## src/rtl/seq_det_ctrl.sv

```systemverilog
// Serial pattern detector with a configurable pattern, length, overlap mode and bit window.
// Runs IDLE -> RUN -> DONE; y is a registered match pulse and done marks the end of a run.
module seq_det_ctrl #(
  parameter  int PAT_W = 8,
  parameter  int CNT_W = 8,
  localparam int LEN_W = (PAT_W > 1) ? $clog2(PAT_W) : 1,
  localparam int FIL_W = $clog2(PAT_W + 1)
) (
  input  logic             clk,
  input  logic             rst,
  input  logic             cfg_we,
  input  logic [PAT_W-1:0] cfg_pattern,
  input  logic [LEN_W-1:0] cfg_len,
  input  logic             cfg_overlap,
  input  logic [CNT_W-1:0] cfg_window,
  input  logic             start,
  input  logic             stop,
  input  logic             x,
  input  logic             x_valid,
  output logic             busy,
  output logic             y,
  output logic [CNT_W-1:0] match_cnt,
  output logic             done
);

  typedef enum logic [1:0] {IDLE, RUN, DONE} state_t;
  state_t state, state_nxt;

  logic [PAT_W-1:0] pat_q, hist, hist_nxt, mask;
  logic [LEN_W-1:0] len_q;
  logic             ovl_q;
  logic [CNT_W-1:0] win_q, bit_cnt, bit_nxt;
  logic [FIL_W-1:0] fill, fill_nxt;
  logic             match, win_hit;

  always_ff @(posedge clk) begin
    if (!rst) state <= IDLE;
    else      state <= state_nxt;
  end

  always_comb begin
    state_nxt = state;
    busy      = 1'b0;
    done      = 1'b0;
    case (state)
      IDLE: if (start) state_nxt = RUN;
      RUN: begin
        busy = 1'b1;
        if (stop || (x_valid && win_hit)) state_nxt = DONE;
      end
      DONE: begin
        done      = 1'b1;
        state_nxt = IDLE;
      end
      default: state_nxt = IDLE;
    endcase
  end

  // Post-shift view of the history: the match decision uses the bit arriving this edge.
  always_comb begin
    hist_nxt = {hist[PAT_W-2:0], x};
    fill_nxt = (fill == FIL_W'(PAT_W)) ? fill : fill + 1'b1;
    bit_nxt  = bit_cnt + 1'b1;
    mask     = '0;
    for (int i = 0; i < PAT_W; i++) mask[i] = (i <= int'(len_q));
    match    = (int'(fill_nxt) > int'(len_q)) && (((hist_nxt ^ pat_q) & mask) == '0);
    win_hit  = (win_q != '0) && (bit_nxt == win_q);
  end

  always_ff @(posedge clk) begin
    if (!rst) begin
      pat_q     <= '0;
      len_q     <= '0;
      ovl_q     <= 1'b1;
      win_q     <= '0;
      hist      <= '0;
      fill      <= '0;
      bit_cnt   <= '0;
      match_cnt <= '0;
      y         <= 1'b0;
    end else begin
      y <= 1'b0;
      if (state == IDLE && cfg_we) begin
        pat_q <= cfg_pattern;
        len_q <= cfg_len;
        ovl_q <= cfg_overlap;
        win_q <= cfg_window;
      end
      if (state == IDLE && start) begin
        hist      <= '0;
        fill      <= '0;
        bit_cnt   <= '0;
        match_cnt <= '0;
      end else if (state == RUN && x_valid) begin
        hist    <= hist_nxt;
        bit_cnt <= bit_nxt;
        // Non-overlapping mode demands len fresh bits after every hit.
        fill    <= (match && !ovl_q) ? '0 : fill_nxt;
        if (match) begin
          y <= 1'b1;
          if (match_cnt != '1) match_cnt <= match_cnt + 1'b1;
        end
      end
    end
  end

endmodule

```

## config.mk

```make
export PLATFORM = sky130hd
export DESIGN_NAME = seq_det_ctrl
export DESIGN_NICKNAME = d
export VERILOG_FILES = /design/src/rtl/seq_det_ctrl.sv
export SDC_FILE = /design/constraint.sdc
export NUM_CORES = 1
export LEC_CHECK = 0
export CAP_MARGIN = 15
export CORE_MARGIN = 10
export CORE_UTILIZATION = 40
export CTS_BUF_LIST = sky130_fd_sc_hd__clkbuf_8 sky130_fd_sc_hd__clkbuf_16
export DETAILED_ROUTE_END_ITERATION = 10
export SLEW_MARGIN = 20
export SYNTH_ARGS = -nofsm -noshare
export SYNTH_HDL_FRONTEND = slang
export SYNTH_SLANG_ARGS = --single-unit
```

## constraint.sdc

```tcl
create_clock -name clk -period 5.8 [get_ports clk]
set_input_delay 0.87 -clock clk [delete_from_list [all_inputs] [get_ports clk]]
set_output_delay 0.87 -clock clk [all_outputs]
set_load 0.02 [all_outputs]
```

==> impl_metrics.py, run 1 <==
metrics = {
    "placed_design": {
        "dpl_cell_area_um2": 2890,
        "globalplace.congestion": 0.755,
        "portBuffers": 37,
        "dpl.cell_count": 405,
        "hpwl_um": 4060,
    },
    "worst_hold_path": {
        "holdPathStages": 2,
        "min_from": "pat_q[7]$_SDFFE_PN0P_",
        "worstHoldEndpoint": "pat_q[7]$_SDFFE_PN0P_",
        "hold_class": "reg2reg",
    },
    "route": {
        "drc": 0,
        "drt-initial-drc-count": 92,
        "ant_nets": 0,
        "routed_wl_um": 5480,
        "via_per_inst": 5.21,
        "first_pass_iters": 4,
        "vias": 2152,
        "post_drt_wl_per_cell_um": 13.3,
    },
    "timing": {
        "min_period_over_period_pct": 47.6,
        "slew_headroom_pct": 39.8,
        "timing.fmax_mhz": 362,
        "max_slew.worst_pin.slew_ns": 0.901,
        "fin_crit_ns": 2.76,
        "slew_viol_final": 0,
        "fin_setup_tns_ns": 0,
        "setup_violations": 0,
        "fin_skew_ns": 0.00432,
        "hold_viol_final": 0,
        "rsz0062_at_grt": "no",
    },
    "synthesis": {
        "synth_top_flop_cell": "dfxtp_1",
        "synth-edff-count": 0,
        "yosysTopAreaCell": "dfxtp_1",
        "synth_warnings": 0,
        "synth_cell_types": 43,
        "ys_top_cells_by_area": "dfxtp_1, nand2_1, xor2_1",
        "seq_area_frac_synth_pct": 40.3,
        "avgSynthCellArea_um2": 8.09,
        "syn_inst": 307,
        "synthArstFlopShare_pct": 0,
        "synth_seq_cells": 50,
        "synth_nets": 341,
        "synth_top_area_share_pct": 40.3,
        "synth_area_um2": 2480,
    },
    "status": {
        "outcome": "completed",
    },
    "die": {
        "die_area_um2": 9760,
        "rows": 28,
        "die_height_um": 98.8,
        "coreArea_um2": 5960,
        "start_util_pct": 41.7,
        "ios": 38,
        "die_w_um": 98.8,
    },
    "worst_setup_path": {
        "critPathArrivalTime_ns": 2.99,
        "cp_common_cell": "ha_1",
        "r2r_cells": 12,
        "cp_top_family": "simple AND/OR/NAND/NOR gates",
        "end_kind": "flip-flop",
        "r2r-start": "fill[0]$_SDFFE_PP0P_",
        "cp.required_ns": 6.03,
        "cp_max_fo": 17,
        "crit_type": "reg2reg",
        "crit_buf_inv": 1,
        "cpPeakStageDelay_ns": 0.57,
        "start_kind": "flip-flop",
        "r2r-end": "match_cnt[7]$_SDFFE_PP0P_",
        "slowest_stage": "or4_1",
        "worstPathCellList": "inv_1, ha_1, nand2_1, nor2_1, xnor2_1, ha_1, nand3_1, o21ai_0, o21ai_1, nand4_4, or4_1, a21oi_1",
        "r2r_slack_ns": 3.04,
    },
    "clock_network": {
        "cts_tree": "done",
        "cts_made_buffers": 5,
        "clock_latency_ns": 0.31,
        "postCtsSetupBuffers": 0,
        "htree_levels": 2,
        "clk_pin_slew_worst_paths_ns": 0.09,
        "cts_root_buffer": "clkbuf_8",
        "cts.path.max_buffers": 2,
        "cts_resized": 0,
        "clock_sinks": 50,
        "hold_buffers": 0,
    },
    "cells_and_area": {
        "antenna_cells": 0,
        "drive_gt1_share_pct": 3.25,
        "num-fill-cells": 627,
        "nNetsFinal": 371,
        "syn_to_final_growth_pct": 20.2,
        "stdcell_area_um2": 2980,
        "fin_cells": 413,
    },
    "global_route": {
        "track_usage_pct": 11.4,
        "antenna_found_initial": 0,
        "grt_max_degree": 27,
        "grt_overflow": 0,
        "grt_pass1_vias": 2086,
        "grt_pass1_wl_um": 9580,
    },
    "power": {
        "p_leak_nw": 1.08,
        "p_per_area_nw_per_um2": 221,
        "ir_worst_vdd_uv": 103,
    },
    "flow_run": {
        "maxCapViolations": 0,
    },
}
-- tightest hold or removal path, stage by stage, from the launching register on --
cell and delay, ns:
dfxtp_1 0.33, nand2_1 0.05, a21boi_1 0.05
-- sequential cells by signal, summed over array words and instances (netlist names) --
register / cells
bit_cnt: 8
match_cnt: 8
pat_q: 8
win_q: 8
hist: 7
fill: 4
len_q: 3
state: 2
ovl_q: 1
y: 1
-- metrics by stage --
stage / util [%] / total power, mW / setup WS [ns] / hold WS [ns]
final: 50.1 / 0.659 / 3.04 / 0.469
after CTS: 50.1 / 0.670 / 3.01 / 0.473
after detailed placement: 48.6 / 0.462 / 2.76 / 0.459
after global routing: 50.1 / 0.691 / 2.74 / 0.499
after global placement: 48.6 / 0.461 / 2.79 / 0.458
after floorplan: - / 0.428 / 3.46 / 0.431
-- how the worst max path moves through the flow --
| stage | from | to | slack [ns] | cells after the start |
|---|---|---|---|---|
| after CTS | fill[0]$_SDFFE_PP0P_ | match_cnt[4]$_SDFFE_PP0P_ | 3.01 | 12 |
| after global routing | fill[0]$_SDFFE_PP0P_ | match_cnt[4]$_SDFFE_PP0P_ | 2.74 | 12 |
| after detailed placement | x_valid | match_cnt[5]$_SDFFE_PP0P_ | 2.76 | 5 |
| after floorplan | fill[0]$_SDFFE_PP0P_ | match_cnt[4]$_SDFFE_PP0P_ | 3.46 | 12 |
| final | fill[0]$_SDFFE_PP0P_ | match_cnt[7]$_SDFFE_PP0P_ | 3.04 | 12 |
| after global placement | x_valid | match_cnt[4]$_SDFFE_PP0P_ | 2.79 | 5 |
-- Yosys cell counts (2+ instances only) --
master and n:
or4_1 5, nor3_1 3, and3_1 3, and2_1 3, xor2_1 15, nand3b_1 2, clkbuf_1 14, dfxtp_1 50
ha_1 7, a31oi_1 2, a21boi_0 9, a21oi_1 23, nand2_1 73, nor2_1 10, nor2b_1 4, o21ai_1 5
nor3b_1 2, or3_1 6, o31ai_1 5, a21boi_1 11, inv_1 10, xnor2_1 8, nand3_1 13, o21ai_0 5
-- power by group --
group	leakage (nW)	switching (mW)	total, mW	internal, mW
clock	0.0441	0.122	0.207	0.0850
sequential	0.406	0.0112	0.366	0.355
combinational	0.633	0.0461	0.0868	0.0407
-- cell type report --
type	count	area (um2)	area share, %
Clock buffer	5	68.8	2.31
Clock inverter	3	21.3	0.713
Inverter	10	37.5	1.26
Multi-Input combinational cell	233	1390	46.6
Sequential cell	50	1000	33.5
Tap cell	75	93.8	3.14
Timing Repair Buffer	37	370	12.4
-- placed cells by master, fill, tap and decap left out, types with 3 or more instances in the layout --
master,n
a21boi_0,9
a21boi_1,11
a21oi_1,23
and2_1,3
and3_1,3
clkbuf_8,5
clkdlybuf4s50_1,37
dfxtp_1,50
ha_1,7
inv_1,10
nand2_1,73
nand3_1,13
nor2_1,10
nor2b_1,4
nor3_1,3
o21ai_0,5
o21ai_1,5
o31ai_1,5
or3_1,6
or4_1,5
xnor2_1,8
xor2_1,15
-- per-layer routing --
| metal | up-vias | routed length (um) | track usage (%) |
|---|---|---|---|
| met5 | - | 0 | 0 |
| met4 | 0 | 50 | 2.54 |
| met3 | 8 | 352 | 4.61 |
| met2 | 44 | 2260 | 17.0 |
| met1 | 978 | 2810 | 15.0 |
| li1 | 1122 | - | - |
-- cells by family (layout without fill, tap and decap cells) --
group,Yosys count,in the layout,share of synthesized area (%)
and+or+nand+nor,130,130,24.8
AOI/OAI and AO/OA,73,73,19.6
DFF,50,50,40.3
buffers and inverters,24,55,3.63
xor gates and xnor gates,23,23,8.12
adders and majority gates,7,7,3.53
Note: power is estimated with default switching activity, not from simulation.
==> inputs of run 2 (changes only) <==
Clock period 5.8 ns to 2.6 ns, I/O delays scaled along.
==> run 2 against run 1 <==
Via count rose by 2.9%; sequential power rose by 120%; combinational power rose to 2.6 times the previous value; clock skew rose by 0.0021 ns; count of clock-buffer cells in the layout rose by 1; largest power group unchanged; first-iteration DRC count fell by 38%; core utilization rose by 3.3 points; critical path type unchanged.
==> impl_metrics.py, run 2 (synthesized netlist as in run 1, its figures left out) <==
metrics = {
    "cells_and_area": {
        "nNetsFinal": 383,
        "antenna_cells": 0,
        "multi_input_area_um2": 1450,
        "num-fill-cells": 601,
        "register_area_um2": 1000,
        "drive_gt1_share_pct": 10.6,
        "syn_to_final_growth_pct": 28.2,
        "final_cell_mix": "nand2_1, dfxtp_1, clkdlybuf4s50_1",
        "fin_cells": 425,
        "final_common_cell": "nand2_1",
    },
    "worst_hold_path": {
        "holdPathStages": 2,
        "min_from": "pat_q[1]$_SDFFE_PN0P_",
        "hold_class": "reg2reg",
        "worstHoldEndpoint": "pat_q[1]$_SDFFE_PN0P_",
    },
    "timing": {
        "setup_violations": 0,
        "fin_setup_tns_ns": 0,
        "fin_skew_ns": 0.00637,
        "min_period_over_period_pct": 96.2,
        "hold_viol_final": 0,
        "timing.fmax_mhz": 400,
        "setup_ws_ns": 0.0979,
        "slew_viol_final": 0,
        "fin_crit_ns": 2.50,
        "max_slew.worst_pin.slew_ns": 0.681,
        "slew_headroom_pct": 54.6,
    },
    "die": {
        "coreArea_um2": 5960,
        "die_height_um": 98.8,
        "start_util_pct": 41.7,
        "die_w_um": 98.8,
        "die_area_um2": 9760,
        "rows": 28,
        "ios": 38,
    },
    "flow_run": {
        "maxCapViolations": 0,
    },
    "global_route": {
        "antenna_found_initial": 0,
        "track_usage_pct": 11.8,
        "grt_pass1_wl_um": 9920,
        "grt_max_degree": 27,
        "grt_overflow": 0,
        "grt_pass1_vias": 2096,
    },
    "worst_setup_path": {
        "worstPathCellList": "inv_2, ha_2, nand2_2, nor2_1, xnor2_1, ha_1, nand3_1, o21ai_1, o21ai_2, nand4_2, buf_4, o311a_1",
        "end_kind": "flip-flop",
        "start_kind": "flip-flop",
        "r2r-start": "fill[0]$_SDFFE_PP0P_",
        "crit_buf_inv": 2,
        "crit_type": "reg2reg",
        "r2r_slack_ns": 0.1,
        "r2r-end": "match_cnt[6]$_SDFFE_PP0P_",
        "cp.depth": 12,
        "cpPeakStageDelay_ns": 0.33,
        "slowest_stage": "dfxtp_2",
        "cp_max_fo": 6,
        "cp_top_family": "compound AO/OA/AOI/OAI gates",
        "cp.required_ns": 2.79,
        "r2r_cells": 12,
        "critPathArrivalTime_ns": 2.69,
    },
    "clock_network": {
        "clk_pin_slew_worst_paths_ns": 0.09,
        "clock_latency_ns": 0.30,
        "clock_sinks": 50,
        "cts_tree": "done",
        "hold_buffers": 0,
        "cts_made_buffers": 5,
        "cts.path.max_buffers": 2,
        "cts_root_buffer": "clkbuf_8",
        "htree_levels": 2,
    },
    "placed_design": {
        "dpl.cell_count": 413,
        "globalplace.congestion": 0.805,
        "portBuffers": 37,
        "place_ws_ns": 0.0263,
        "hpwl_um": 4150,
    },
    "power": {
        "ir_worst_vdd_uv": 267,
        "p_per_area_nw_per_um2": 539,
        "finalPower_mw": 1.71,
        "p_leak_nw": 1.17,
    },
    "route": {
        "routed_wl_um": 6010,
        "via_per_inst": 5.21,
        "ant_nets": 0,
        "vias": 2215,
        "drt-initial-drc-count": 57,
        "drc": 0,
        "first_pass_iters": 4,
        "post_drt_wl_per_cell_um": 14.1,
    },
    "status": {
        "outcome": "completed",
    },
}
run 2: cell types whose count changed in the layout (fill, tap and decap cells not counted), moves of 2 or more:
| cell | previous run | this run |
|---|---|---|
| dfxtp_1 | 50 | 48 |
| or4_1 | 5 | 2 |
| buf_4 | 0 | 10 |
| dfxtp_2 | 0 | 2 |
| bufinv_16 | 0 | 2 |
| or4_4 | 0 | 3 |
| a21oi_2 | 0 | 3 |
| a21oi_1 | 23 | 20 |
run 2: per-stage QoR:
| step | hold slack [ns] | util [%] | instance area (um2) |
|---|---|---|---|
| final | 0.473 | 53.4 | 3180 |
| after global routing | 0.501 | 53.4 | 3180 |
| after CTS | 0.479 | 52.5 | 3130 |
| after detailed placement | 0.466 | 49.6 | 2950 |
| after global placement | 0.458 | 49.6 | 2950 |
| after floorplan | 0.431 | - | 2480 |
run 2: worst max-delay path by stage:
stage                          from  slack (ns)                         to
2_1_floorplan  fill[0]$_SDFFE_PP0P_        0.26  match_cnt[4]$_SDFFE_PP0P_
3_3_place_gp   fill[0]$_SDFFE_PP0P_        0.12  match_cnt[4]$_SDFFE_PP0P_
3_5_place_dp   fill[0]$_SDFFE_PP0P_        0.03  match_cnt[5]$_SDFFE_PP0P_
4_1_cts        fill[0]$_SDFFE_PP0P_        0.02  match_cnt[5]$_SDFFE_PP0P_
5_1_grt        fill[0]$_SDFFE_PP0P_       -0.04  match_cnt[7]$_SDFFE_PP0P_
6_report       fill[0]$_SDFFE_PP0P_         0.1  match_cnt[6]$_SDFFE_PP0P_
run 2: report_power, final:
| group | switching (mW) | internal [mW] |
|---|---|---|
| logic | 0.118 | 0.110 |
| clock network | 0.260 | 0.410 |
| registers | 0.0252 | 0.791 |
| total | 0.403 | 1.31 |
run 2: what timing repair did:
action / in CTS / in global routing
cloned: 1 / 0
gates resized for setup: 1 / 15
endpoints found under the setup margin: 5 / 7
pin swaps: 2 / 9
setup buffers: 2 / 1
run 2: cell type report:
type                    count  area share, %
multi-input cells         234           45.5
clock buffers               6           2.60
repair buffers             48           14.4
inverters                  10           1.18
clock inverters             2           1.89
well taps                  75           2.95
flip-flops and latches     50           31.5
run 2: tightest hold or removal path, delay by kind of cell (launching register included):
family          cells  cell delay, ns
compound gates      1            0.05
flops               1            0.33
simple gates        1            0.05
run 2: layer usage:
layer,part of all wire (%),global-route usage [%],vias to the layer above
met2,41,16.4,37
li1,-,-,1143
met4,1.1,3.64,0
met5,0,0,-
met1,53,16.7,1027
met3,4.7,3.56,8
